<file path="config.mk">
export PLATFORM = sky130hd
export DESIGN_NAME = pipe_stage_chain
export DESIGN_NICKNAME = d
export VERILOG_FILES = /design/src/rtl/pipe_stage_chain.sv
export SDC_FILE = /design/constraint.sdc
export NUM_CORES = 1
export LEC_CHECK = 0
export CAP_MARGIN = 5
export CORE_ASPECT_RATIO = 0.5
export CORE_UTILIZATION = 57
export CTS_CLUSTER_SIZE = 25
export DETAILED_ROUTE_END_ITERATION = 7
export PLACE_DENSITY = 0.83
export RECOVER_POWER = 50
export SLEW_MARGIN = 25
export SYNTH_ARGS = -nofsm -noshare
export SYNTH_HDL_FRONTEND = slang
export SYNTH_SLANG_ARGS = --single-unit
</file>
<file path="constraint.sdc">
create_clock -name clk_i -period 15.16 [get_ports clk_i]
set_input_delay 3.032 -clock clk_i [delete_from_list [all_inputs] [get_ports clk_i]]
set_output_delay 3.032 -clock clk_i [all_outputs]
set_load 0.02 [all_outputs]
</file>
<file path="src/rtl/pipe_stage_chain.sv">
// Register chain of STAGES entries with per-stage stall/flush, bubble insertion
// on a split stall, and saturating bubble/flush event counters.

module pipe_stage_chain_stage #(
   parameter int DATA_W = 32
) (
   input  logic              clk_i,
   input  logic              reset_i,
   input  logic              flush_i,
   input  logic              hold_i,
   input  logic              bubble_i,
   input  logic              up_valid_i,
   input  logic [DATA_W-1:0] up_data_i,
   output logic              valid_o,
   output logic [DATA_W-1:0] data_o,
   output logic              bubble_ev_o,
   output logic              flush_ev_o
);
   logic              valid_d, valid_q;
   logic [DATA_W-1:0] data_d, data_q;

   // Stage 0 has bubble_i tied low, so "load input" and "copy upstream" coincide.
   always_comb begin
      valid_d = up_valid_i;
      data_d  = up_data_i;
      if (flush_i) begin
         valid_d = 1'b0;
         data_d  = '0;
      end else if (hold_i) begin
         valid_d = valid_q;
         data_d  = data_q;
      end else if (bubble_i) begin
         valid_d = 1'b0;
         data_d  = '0;
      end
   end

   always_ff @(posedge clk_i or posedge reset_i) begin
      if (reset_i) begin
         valid_q <= 1'b0;
         data_q  <= '0;
      end else begin
         valid_q <= valid_d;
         data_q  <= data_d;
      end
   end

   assign valid_o     = valid_q;
   assign data_o      = data_q;
   assign bubble_ev_o = bubble_i & ~flush_i & ~hold_i & up_valid_i;
   assign flush_ev_o  = flush_i & valid_q;
endmodule

module pipe_stage_chain #(
   parameter int DATA_W = 32,
   parameter int STAGES = 4,
   parameter int CNT_W  = 16
) (
   input  logic                         clk_i,
   input  logic                         reset_i,
   input  logic                         in_valid_i,
   input  logic [DATA_W-1:0]            in_data_i,
   output logic                         in_ready_o,
   input  logic [STAGES-1:0]            stall_i,
   input  logic [STAGES-1:0]            flush_i,
   output logic                         out_valid_o,
   output logic [DATA_W-1:0]            out_data_o,
   output logic [STAGES-1:0]            stage_valid_o,
   output logic [$clog2(STAGES+1)-1:0]  occupancy_o,
   output logic [CNT_W-1:0]             bubble_cnt_o,
   output logic [CNT_W-1:0]             flush_cnt_o,
   input  logic                         cnt_clr_i
);
   localparam int OCC_W = $clog2(STAGES + 1);
   localparam int SUM_W = ((CNT_W > OCC_W) ? CNT_W : OCC_W) + 1;

   logic [STAGES-1:0]             hold, up_valid, bubble, bubble_ev, flush_ev, stage_valid;
   logic [STAGES-1:0][DATA_W-1:0] up_data, stage_data;
   logic [OCC_W-1:0]              occ, bubble_inc, flush_inc;
   logic [CNT_W-1:0]              bubble_cnt_d, bubble_cnt_q, flush_cnt_d, flush_cnt_q;

   // A stall at stage j freezes everything below it.
   always_comb begin
      hold = '0;
      for (int i = 0; i < STAGES; i++) hold[i] = |(stall_i >> i);
   end

   assign up_valid[0] = in_valid_i;
   assign up_data[0]  = in_data_i;
   assign bubble[0]   = 1'b0;

   for (genvar g = 1; g < STAGES; g++) begin : g_link
      assign up_valid[g] = stage_valid[g-1];
      assign up_data[g]  = stage_data[g-1];
      assign bubble[g]   = stall_i[g-1];
   end

   for (genvar g = 0; g < STAGES; g++) begin : g_stage
      pipe_stage_chain_stage #(.DATA_W(DATA_W)) u_stage (
         .clk_i       (clk_i),
         .reset_i     (reset_i),
         .flush_i     (flush_i[g]),
         .hold_i      (hold[g]),
         .bubble_i    (bubble[g]),
         .up_valid_i  (up_valid[g]),
         .up_data_i   (up_data[g]),
         .valid_o     (stage_valid[g]),
         .data_o      (stage_data[g]),
         .bubble_ev_o (bubble_ev[g]),
         .flush_ev_o  (flush_ev[g])
      );
   end

   always_comb begin
      occ        = '0;
      bubble_inc = '0;
      flush_inc  = '0;
      for (int i = 0; i < STAGES; i++) begin
         occ        = occ + OCC_W'(stage_valid[i]);
         bubble_inc = bubble_inc + OCC_W'(bubble_ev[i]);
         flush_inc  = flush_inc + OCC_W'(flush_ev[i]);
      end
   end

   function automatic logic [CNT_W-1:0] sat_add(input logic [CNT_W-1:0] a,
                                                 input logic [OCC_W-1:0] b);
      logic [SUM_W-1:0] s;
      s = SUM_W'(a) + SUM_W'(b);
      if (s > SUM_W'({CNT_W{1'b1}})) return {CNT_W{1'b1}};
      return CNT_W'(s);
   endfunction

   always_comb begin
      bubble_cnt_d = sat_add(bubble_cnt_q, bubble_inc);
      flush_cnt_d  = sat_add(flush_cnt_q, flush_inc);
      if (cnt_clr_i) begin
         bubble_cnt_d = '0;
         flush_cnt_d  = '0;
      end
   end

   always_ff @(posedge clk_i or posedge reset_i) begin
      if (reset_i) begin
         bubble_cnt_q <= '0;
         flush_cnt_q  <= '0;
      end else begin
         bubble_cnt_q <= bubble_cnt_d;
         flush_cnt_q  <= flush_cnt_d;
      end
   end

   assign in_ready_o    = ~hold[0];
   assign out_valid_o   = stage_valid[STAGES-1];
   assign out_data_o    = stage_data[STAGES-1];
   assign stage_valid_o = stage_valid;
   assign occupancy_o   = occ;
   assign bubble_cnt_o  = bubble_cnt_q;
   assign flush_cnt_o   = flush_cnt_q;
endmodule

</file>
==> flow_results.xml <==
<?xml version="1.0" encoding="UTF-8"?>
<metrics>
  <group name="routing">
    <metric name="detailedRoute.firstPassIterationCount" unit="">5</metric>
    <metric name="ant_nets" unit="">0</metric>
    <metric name="dr.max_layer_used" unit="">met4</metric>
    <metric name="postRouteWirelength" unit="µm">14770</metric>
    <metric name="drt-vias-per-instance" unit="">5.830</metric>
    <metric name="wl_per_cell" unit="µm">17.53</metric>
    <metric name="initialDrtViolationCount" unit="">286</metric>
    <metric name="drt_drc_violations_left" unit="">0</metric>
    <metric name="met3_wirelength" unit="µm">1050</metric>
    <metric name="met2_wirelength" unit="µm">6830</metric>
    <metric name="drt-met1-wl" unit="µm">6628</metric>
    <metric name="vias" unit="">4915</metric>
  </group>
  <group name="power">
    <metric name="power_switching" unit="mW">0.2038</metric>
    <metric name="ir_worst_vdd" unit="V">0.00009081</metric>
    <metric name="sequentialPowerShare" unit="%">48.7</metric>
    <metric name="leakage_dissipation" unit="nW">3.876</metric>
    <metric name="powerDensity" unit="nW/µm²">106.6</metric>
    <metric name="internal_power" unit="mW">0.7022</metric>
    <metric name="clock_share_of_power" unit="%">47.1</metric>
    <metric name="switching_share_of_power" unit="%">22.50</metric>
    <metric name="fin_total_pwr" unit="mW">0.9061</metric>
    <metric name="power_frac_comb" unit="%">4.3</metric>
  </group>
  <group name="floorplanning">
    <metric name="floorplan.rows" unit="">27</metric>
    <metric name="core_region_area" unit="µm²">11220</metric>
    <metric name="die_width" unit="µm">155.5</metric>
    <metric name="die_boundary_height" unit="µm">78.77</metric>
    <metric name="effective_utilization_at_floorplan" unit="%">59.90</metric>
    <metric name="io_pins" unit="">117</metric>
    <metric name="die_area" unit="µm²">12250</metric>
  </group>
  <group name="synthesis">
    <metric name="synth.cell_area" unit="µm²">6718</metric>
    <metric name="post-synth-top-count-cell" unit="">dfrtp_1</metric>
    <metric name="ys_async_sr_fraction" unit="%">100.0</metric>
    <metric name="number_of_flops_mapped_to_enable_cells_by_yosys" unit="">0</metric>
    <metric name="synth_nets" unit="">623</metric>
    <metric name="synth_cell_type_count" unit="">43</metric>
    <metric name="synth.yosys.seq_area_share" unit="%">61.09</metric>
    <metric name="synthesis.yosys.warnings" unit="">0</metric>
    <metric name="yosys-top-cells-count" unit="">dfrtp_1, a22o_1, nand2_1</metric>
    <metric name="yosysTopAreaCellShare" unit="%">61.09</metric>
    <metric name="average_cell_area_after_synthesis" unit="µm²">11.83</metric>
    <metric name="netlist.top_cell.by_area" unit="">dfrtp_1</metric>
    <metric name="synth_top_flop_cell" unit="">dfrtp_1</metric>
    <metric name="synth_top_cells_by_area" unit="">dfrtp_1, a22o_1, nand2_1</metric>
    <metric name="synth.ff_latch_count" unit="">164</metric>
    <metric name="syn-instance-count" unit="">568</metric>
  </group>
  <group name="final_layout">
    <metric name="sequential_cell_area" unit="µm²">4104</metric>
    <metric name="flow.area_growth_from_synthesis" unit="%">26.56</metric>
    <metric name="multi_input_area" unit="µm²">2332</metric>
    <metric name="final_layout_size_suffix_gt1_share" unit="%">7.164</metric>
    <metric name="nFillCells" unit="">776</metric>
    <metric name="final_core_util" unit="%">75.80</metric>
    <metric name="final_cells" unit="">843</metric>
    <metric name="n_antenna_cell" unit="">0</metric>
    <metric name="fin_nets" unit="">726</metric>
  </group>
  <group name="global_route">
    <metric name="grt_pass1_vias" unit="">4696</metric>
    <metric name="grt_first_pass_wirelength" unit="µm">24200</metric>
    <metric name="globalRouteTotalUtil" unit="%">26.20</metric>
    <metric name="globalRouteOverflowTotal" unit="">0</metric>
    <metric name="grt_antenna_before_repair" unit="">0</metric>
    <metric name="grt_max_degree" unit="">94</metric>
  </group>
  <group name="placed_design">
    <metric name="dpl.hpwl" unit="µm">9273</metric>
    <metric name="numPortBuffers" unit="">116</metric>
    <metric name="gpl.final_weighted_congestion" unit="">0.8109</metric>
    <metric name="dp.cells" unit="">811</metric>
  </group>
  <group name="cts">
    <metric name="numClockSinks" unit="">164</metric>
    <metric name="cts.repair_timing.setup_buffer_count" unit="">0</metric>
    <metric name="worstSkewPairLatency" unit="ns">0.42</metric>
    <metric name="clock_tree_from_tritoncts" unit="">done</metric>
    <metric name="clock_transition_time_at_the_flip_flop_clock_pins_of_the_worst_setup_and_hold_paths" unit="ns">0.06</metric>
    <metric name="cts-hold-fix-buffers" unit="">0</metric>
    <metric name="clockBufferDepth" unit="">2</metric>
    <metric name="cts_made_buffers" unit="">17</metric>
    <metric name="number_of_gates_resized_after_cts" unit="">0</metric>
    <metric name="clk_root_buffer_cell" unit="">clkbuf_16</metric>
    <metric name="h-tree-depth" unit="">4</metric>
  </group>
  <group name="sta">
    <metric name="setup-tns-final" unit="ns">0</metric>
    <metric name="final-max-slew-violation-count" unit="">162</metric>
    <metric name="fmax" unit="MHz">117.0</metric>
    <metric name="report.final.hold_viol_count" unit="">0</metric>
    <metric name="timing.final.setup_violations" unit="">0</metric>
    <metric name="holdWs" unit="ns">0.4895</metric>
    <metric name="timing.clock.skew" unit="ns">0.01084</metric>
    <metric name="rsz0062_at_grt" unit="">no</metric>
    <metric name="final.period_utilization" unit="%">56.38</metric>
    <metric name="final.min_clock_period" unit="ns">8.548</metric>
    <metric name="max_slew.worst_pin.slew" unit="ns">3.987</metric>
    <metric name="timing.slew.headroom" unit="%">-167.3</metric>
  </group>
  <group name="status">
    <metric name="violations_in_the_final_reports" unit="">capacitance limit, slew limit</metric>
    <metric name="outcome" unit="">complete, but fails checks</metric>
  </group>
  <group name="critical_path">
    <metric name="sequence_of_cells_on_the_critical_path" unit="">dlygate4sd3_1 -&gt; or3_1 -&gt; or2_1 -&gt; buf_4 -&gt; inv_6 -&gt; clkdlybuf4s50_1</metric>
    <metric name="timing.setup.critical_path_class" unit="">input port to primary output</metric>
    <metric name="timing.critical_path.required" unit="ns">12.13</metric>
    <metric name="cp_slowest_cell" unit="">clkdlybuf4s50_1</metric>
    <metric name="crit_path_max_incr_delay" unit="ns">0.65</metric>
    <metric name="arrival" unit="ns">5.52</metric>
    <metric name="startpoint_types" unit="">input port</metric>
    <metric name="crit_fanout" unit="">35</metric>
    <metric name="cp-end-kind" unit="">primary output</metric>
  </group>
  <group name="job">
    <metric name="max_cap_viol_count" unit="">3</metric>
  </group>
  <group name="min_path">
    <metric name="worstHoldPathType" unit="">flop to flop</metric>
  </group>
</metrics>
-- cell type report --
cell class                      count  area share [%]
Tap cell                          159           2.340
Multi-Input combinational cell    348           27.43
Inverter                           16          0.7800
Timing Repair Buffer              124           14.22
Sequential cell                   164           48.27
Clock buffer                       19           5.210
Clock inverter                     13           1.751
-- per-stage QoR --
stage                     worst slack (ns)  instance area (µm²)
after floorplan                      7.695                 6718
after global placement               6.788                 7931
after detailed placement             6.774                 7926
after CTS                            6.776                 8518
after global routing                 6.510                 8502
final                                6.612                 8502
-- state kept, by name, summed over array words and instances, names as in the netlist --
signal / cells
g_stage.u_stage.data_o: 128
bubble_cnt_o: 16
flush_cnt_o: 16
g_stage.u_stage.valid_o: 4
-- metal layers --
| metal | GRT usage [%] | vias up |
|---|---|---|
| li1 | - | 2255 |
| met1 | 36.29 | 2434 |
| met2 | 40.54 | 199 |
| met3 | 7.041 | 27 |
| met4 | 9.020 | 0 |
| met5 | 0 | - |
-- power by group through the flow --
stage	logic (mW)	clock network, mW	registers, mW
5_1_grt	0.0429	0.451	0.441
6_report	0.0387	0.426	0.441
2_1_floorplan	0.0204	0	0.449
4_1_cts	0.0397	0.432	0.441
3_3_place_gp	0.0393	0	0.449
3_5_place_dp	0.0396	0	0.449
-- critical path, delay by kind of cell --
kind,cells,cell delay [ns]
simple gates,2,0.66
buf+inv,4,1.80
-- path summary, 6_finish.rpt --
path,start,endpoint,slack [ns],cells after the start
setup / recovery,stall_i[3],in_ready_o,6.61,6
hold / removal,g_stage[0].u_stage.data_o[6],g_stage[1].u_stage.data_o[6],0.49,1
setup reg to reg,g_stage[2].u_stage.valid_o,flush_cnt_o[11],11.89,10
hold reg to reg,g_stage[0].u_stage.data_o[6],g_stage[1].u_stage.data_o[6],0.49,1
max in group asynchronous,reset_i,g_stage[3].u_stage.data_o[5],8.74,3
min in group asynchronous,reset_i,g_stage[1].u_stage.data_o[25],4.26,2
-- cell families (layout without fill, tap and decap cells) --
| logic type | count (synthesis) | count (layout) | synth area share (%) |
|---|---|---|---|
| buf+inv | 56 | 172 | 4.340 |
| fa+ha+maj | 11 | 11 | 2.719 |
| simple gates | 140 | 140 | 9.872 |
| flops | 164 | 164 | 61.09 |
| compound gates | 180 | 180 | 19.74 |
| mux | 1 | 1 | 0.1490 |
| xor+xnor | 16 | 16 | 2.086 |
-- cell usage in the layout (no fill, tap or decap), types with 2 or more instances in the layout --
cell type        Yosys  layout
dfrtp_1            164     164
a22o_1              99      99
nand2_1             80      80
clkdlybuf4s50_1      0      71
a21oi_1             57      57
dlygate4sd3_1        0      44
clkbuf_16            0      17
inv_1               15      14
nor2_1              15      13
xnor2_1             13      13
nor3_1              10       9
a31oi_1              7       7
fa_1                 6       6
clkinvlp_4           0       6
buf_4                4       6
nand4_1              5       5
nor2b_1              7       5
a211oi_1             5       5
inv_6                1       5
ha_1                 5       5
o21ai_0              4       4
and3_1               4       4
nand3_1              3       3
xor2_1               3       3
and2_1               3       3
clkbuf_1            19       3
nor2b_2              0       2
nor2_2               0       2
and4b_1              2       2
nor4_1               2       2
nor4b_1              2       2
a311oi_1             2       2
bufinv_16            0       2
(Power assumes the default switching activity.)
==> variant 1, RTL diff (same flow settings) <==
Make the reset (`reset_i`) synchronous in 2 clocked blocks.
--- a/src/rtl/pipe_stage_chain.sv
+++ b/src/rtl/pipe_stage_chain.sv
@@ -35,7 +35,7 @@
       end
    end
 
-   always_ff @(posedge clk_i or posedge reset_i) begin
+   always_ff @(posedge clk_i) begin
       if (reset_i) begin
          valid_q <= 1'b0;
          data_q  <= '0;
@@ -139,7 +139,7 @@
       end
    end
 
-   always_ff @(posedge clk_i or posedge reset_i) begin
+   always_ff @(posedge clk_i) begin
       if (reset_i) begin
          bubble_cnt_q <= '0;
          flush_cnt_q  <= '0;
Function: differs if reset_i is asserted again (counterexample within 4 cycles, from zero or initial values and one cycle with reset_i high); with reset_i held inactive, the same outputs for 4 cycles.
==> variant 1 against the original RTL <==
- largest cell class unchanged
- count of clock-buffer cells in the layout unchanged
- maximum frequency is 13% lower
- synthesized area decreased by 3.5%
- die area shrank 3.4%
- highest routed layer unchanged
- non-clock buffer count fell by 3
- cell area down 4.3%
- power shrank 1.7%
- routed wire length grew 5.8%
- worst setup slack worse by 1200 ps
- clock skew fell by 2.5 ps
- global-route usage rose by 1.4 points
- sequential cell count unchanged
- the flow finishes with violations (design-rule violations, max-capacitance violations, max-slew violations)
==> variant 1: results (changes against the original RTL) <==
- Status: finished, violations left
- Failing checks: design-rule violations, max-capacitance violations, max-slew violations
- VDD IR max: 0.00008064 V (-11%)
- Post-DP HPWL: 9.914 mm (+6.9%)
- Drt first pass iters: 7 (+2)
- Post-Synthesis Cells: 751 (+32%)
- Total Nets Final: 882 (+21%)
- Post-Syn Nets: 806 (+29%)
- First-pass GRT wire length: 26.12 mm (+7.9%)
- Vias in the first global route: 5303 (+13%)
- Synth unique cells: 39 (-9.3%)
- WL met1: 7.067 mm (+6.6%)
- Largest net degree at the start of global routing: 69 (-27%)
- Max Slew Vio Count: 109 (-33%)
- Critical path arrival: 6760 ps (+1240 ps)
- Fraction of layout cells with a size suffix above 1: 4.421% (-2.7 points)
- GR Layer Usage met3: 5.810% (-1.2 points)
- GRT met2 Usage: 46.33% (+5.8 points)
- Relative slew slack: -44.38% (+120 points)
- Slowest cell on the critical path: clkbuf_1
- Fillcell total: 828 (+6.7%)
- Register area share after synthesis: 50.64% (-10 points)
- Post-Layout Cell Count: 982 (+16%)
- DRC: 5 (+5)
- Die area: 11830 um2 (-3.4%)
- GRT Overall Usage: 27.62% (+1.4 points)
- Max-Cap Viols: 3 (unchanged)
- GRT met1 Usage: 35.64% (-0.66 points)
- Maximum fanout along the worst path: 68 (+94%)
- Area after DPL: 7584 um2 (-4.3%)
- Ys async rst share: 0% (-100 points)
- Synth top cells by count: dfxtp_1, a21oi_1, nand2_1, nor2_1, clkbuf_1
- P_leak: 2.819 nW (-27%)
variant 1: cell count changes after synthesis, sizes merged, moves of 7 or more:
cell	before	now
a21oi	57	125
buf	21	14
nand3b	1	32
a22oi	0	33
clkbuf	19	50
a22o	99	0
dfrtp	164	0
nor2	16	75
xor2	3	10
nand2	80	110
dfxtp	0	164
nor3b	1	34
variant 1: cell type report:
type	count	area [um2]	area share, %
Clock buffer	19	432.9	5.320
Timing Repair Buffer	121	1191	14.64
Inverter	16	65.06	0.7995
Sequential cell	164	3283	40.34
Tap cell	145	181.4	2.229
Clock inverter	10	136.4	1.676
Multi-Input combinational cell	507	2848	34.99
variant 1: final timing paths:
check / start / end / slack (ps) / depth (start not counted)
worst min register to register: g_stage[2].u_stage.data_o[31] / g_stage[2].u_stage.data_o[31] / 450 / 2
worst max register to register: g_stage[0].u_stage.valid_o / bubble_cnt_o[1] / 12010 / 11
worst max-delay path: stall_i[3] / in_ready_o / 5370 / 7
worst min-delay path: g_stage[2].u_stage.data_o[31] / g_stage[2].u_stage.data_o[31] / 450 / 2
variant 1: cells by family after synthesis:
family / after synthesis / share of synthesized area [%]
buffers and inverters: 80 / 5.461
and+or+nand+nor: 301 / 23.06
DFF: 164 / 50.64
AOI/OAI and AO/OA: 175 / 15.32
adders and majority gates: 11 / 2.818
xor gates and xnor gates: 20 / 2.702
variant 1: tightest hold or removal path, delay by kind of cell, from the launching register on:
kind               cells  cell delay [ps]
AOI/OAI and AO/OA      1               50
DFF                    1              310
and+or+nand+nor        1               50
variant 1: power by group through the flow:
stage	clock (W)	combinational, W	sequential (W)
after global routing	0.000446	0.0000394	0.000432
after CTS	0.000426	0.0000369	0.000432
after detailed placement	0	0.0000365	0.000442
after floorplan	0	0.0000199	0.000441
after global placement	0	0.0000360	0.000442
final	0.000422	0.0000366	0.000432
==> variant 2, RTL diff (same flow settings) <==
Without the edit above. Set the parameter `STAGES` to 2 (it was 4).
--- a/src/rtl/pipe_stage_chain.sv
+++ b/src/rtl/pipe_stage_chain.sv
@@ -53,7 +53,7 @@
 
 module pipe_stage_chain #(
    parameter int DATA_W = 32,
-   parameter int STAGES = 4,
+   parameter int STAGES = 2,
    parameter int CNT_W  = 16
 ) (
    input  logic                         clk_i,
Ports: changed (resized flush_i, occupancy_o, stage_valid_o and stall_i); port bits go from 117 to 110. The function was not compared with the original's and may differ.
==> variant 2 against the original RTL <==
- the run still ends with max-capacitance violations, max-slew violations left
- cell area shrank 33%
- sequential cell count shrank 66
- synthesized area shrank 36%
- combinational power shrank 4%
- routed wire length shrank 31%
- critical path depth shrank 1
- sequential share of layout area shrank 5.0 points
- worst setup slack lost 1500 ps
- power shrank 42%
- critical path type unchanged
- critical endpoint unchanged
- largest cell class unchanged
==> variant 2: results (changes against the original RTL) <==
- DP Cell Count: 582 (-28%)
- Fraction of area in registers: 43.24% (-5.0 points)
- Drt first pass iters: 4 (-1)
- Synthesized area per cell: 10.63 um2 (-10%)
- Slowest cell delay on critical path: 1320 ps (+670 ps)
- Sequential cell count: 98 (-40%)
- Max reg flops: 64 (-50%)
- Failing checks: max-capacitance violations, max-slew violations
- Multi-input gates: 267 (-23%)
- CP startpoint: stall_i[1]
- Fraction of cell area in non-clock buffers: 19.68% (+5.5 points)
- Via-per-instance ratio: 5.651 (-3.1%)
- Largest net degree at the start of global routing: 89 (-5.3%)
- Vias in the first global route: 3379 (-28%)
- Sequential fraction of design power: 51.3% (+2.6 points)
- IO buf count: 109 (-6.0%)
- Area of the multi-input gates: 1658 um2 (-29%)
- Cells taking the most area after synthesis: dfrtp_1, nand2_1, a21oi_1
- GRT Overall Usage: 27.76% (+1.6 points)
- Maximum clock frequency: 99.99 MHz (-15%)
- Hold slack final: 499.3 ps (+9.868 ps)
- Max Slew Vio Count: 125 (-23%)
- WL final: 10.15 mm (-31%)
- Status: finished, violations left
- Routability cong.: 0.8297 (+2.3%)
- R2r setup slk: 12820 ps (+930 ps)
- Avg WL per Cell: 16.98 um (-3.1%)
- Clock power share: 41.6% (-5.5 points)
- Synth top cells by count: dfrtp_1, nand2_1, a21oi_1, a22o_1
- Cell area power density: 92.70 nW/um2 (-13%)
- Max-Cap Viols: 2 (-1)
- Sw Share: 23.34% (+0.84 points)
- Worst Hold Path EP: g_stage[1].u_stage.data_o[22]
- CTS Buf Count: 9 (-8)
- Post-Syn Nets: 448 (-28%)
- Worst-Skew Late Latency: 350 ps (-70 ps)
variant 2: cell types whose count changed in the layout (fill, tap and decap cells not counted), moves of 6 or more:
cell,unedited run,this run
a22o_1,99,33
clkbuf_16,17,9
clkdlybuf4s50_1,71,80
dfrtp_1,164,98
dlygate4sd3_1,44,28
nand3_1,3,10
nor2_1,13,19
variant 2: kinds of logic (layout without fill, tap and decap cells):
kind of cell / Yosys count / in the layout / share of synthesized area [%]
buf+inv: 38 / 141 / 4.059
compound gates: 100 / 100 / 15.04
fa+ha+maj: 5 / 5 / 1.636
simple gates: 140 / 140 / 17.44
flops: 98 / 98 / 57.24
xor+xnor: 19 / 19 / 3.884
mux: 3 / 3 / 0.7010
variant 2: metal layers:
layer  vias up  global-route usage [%]  share of wire (%)
li1       1586                       -                  -
met1      1672                   33.95                 41
met2       106                   47.51                 53
met3        15                   8.071                5.2
met4         0                   9.789                1.4
met5         -                       0                  0
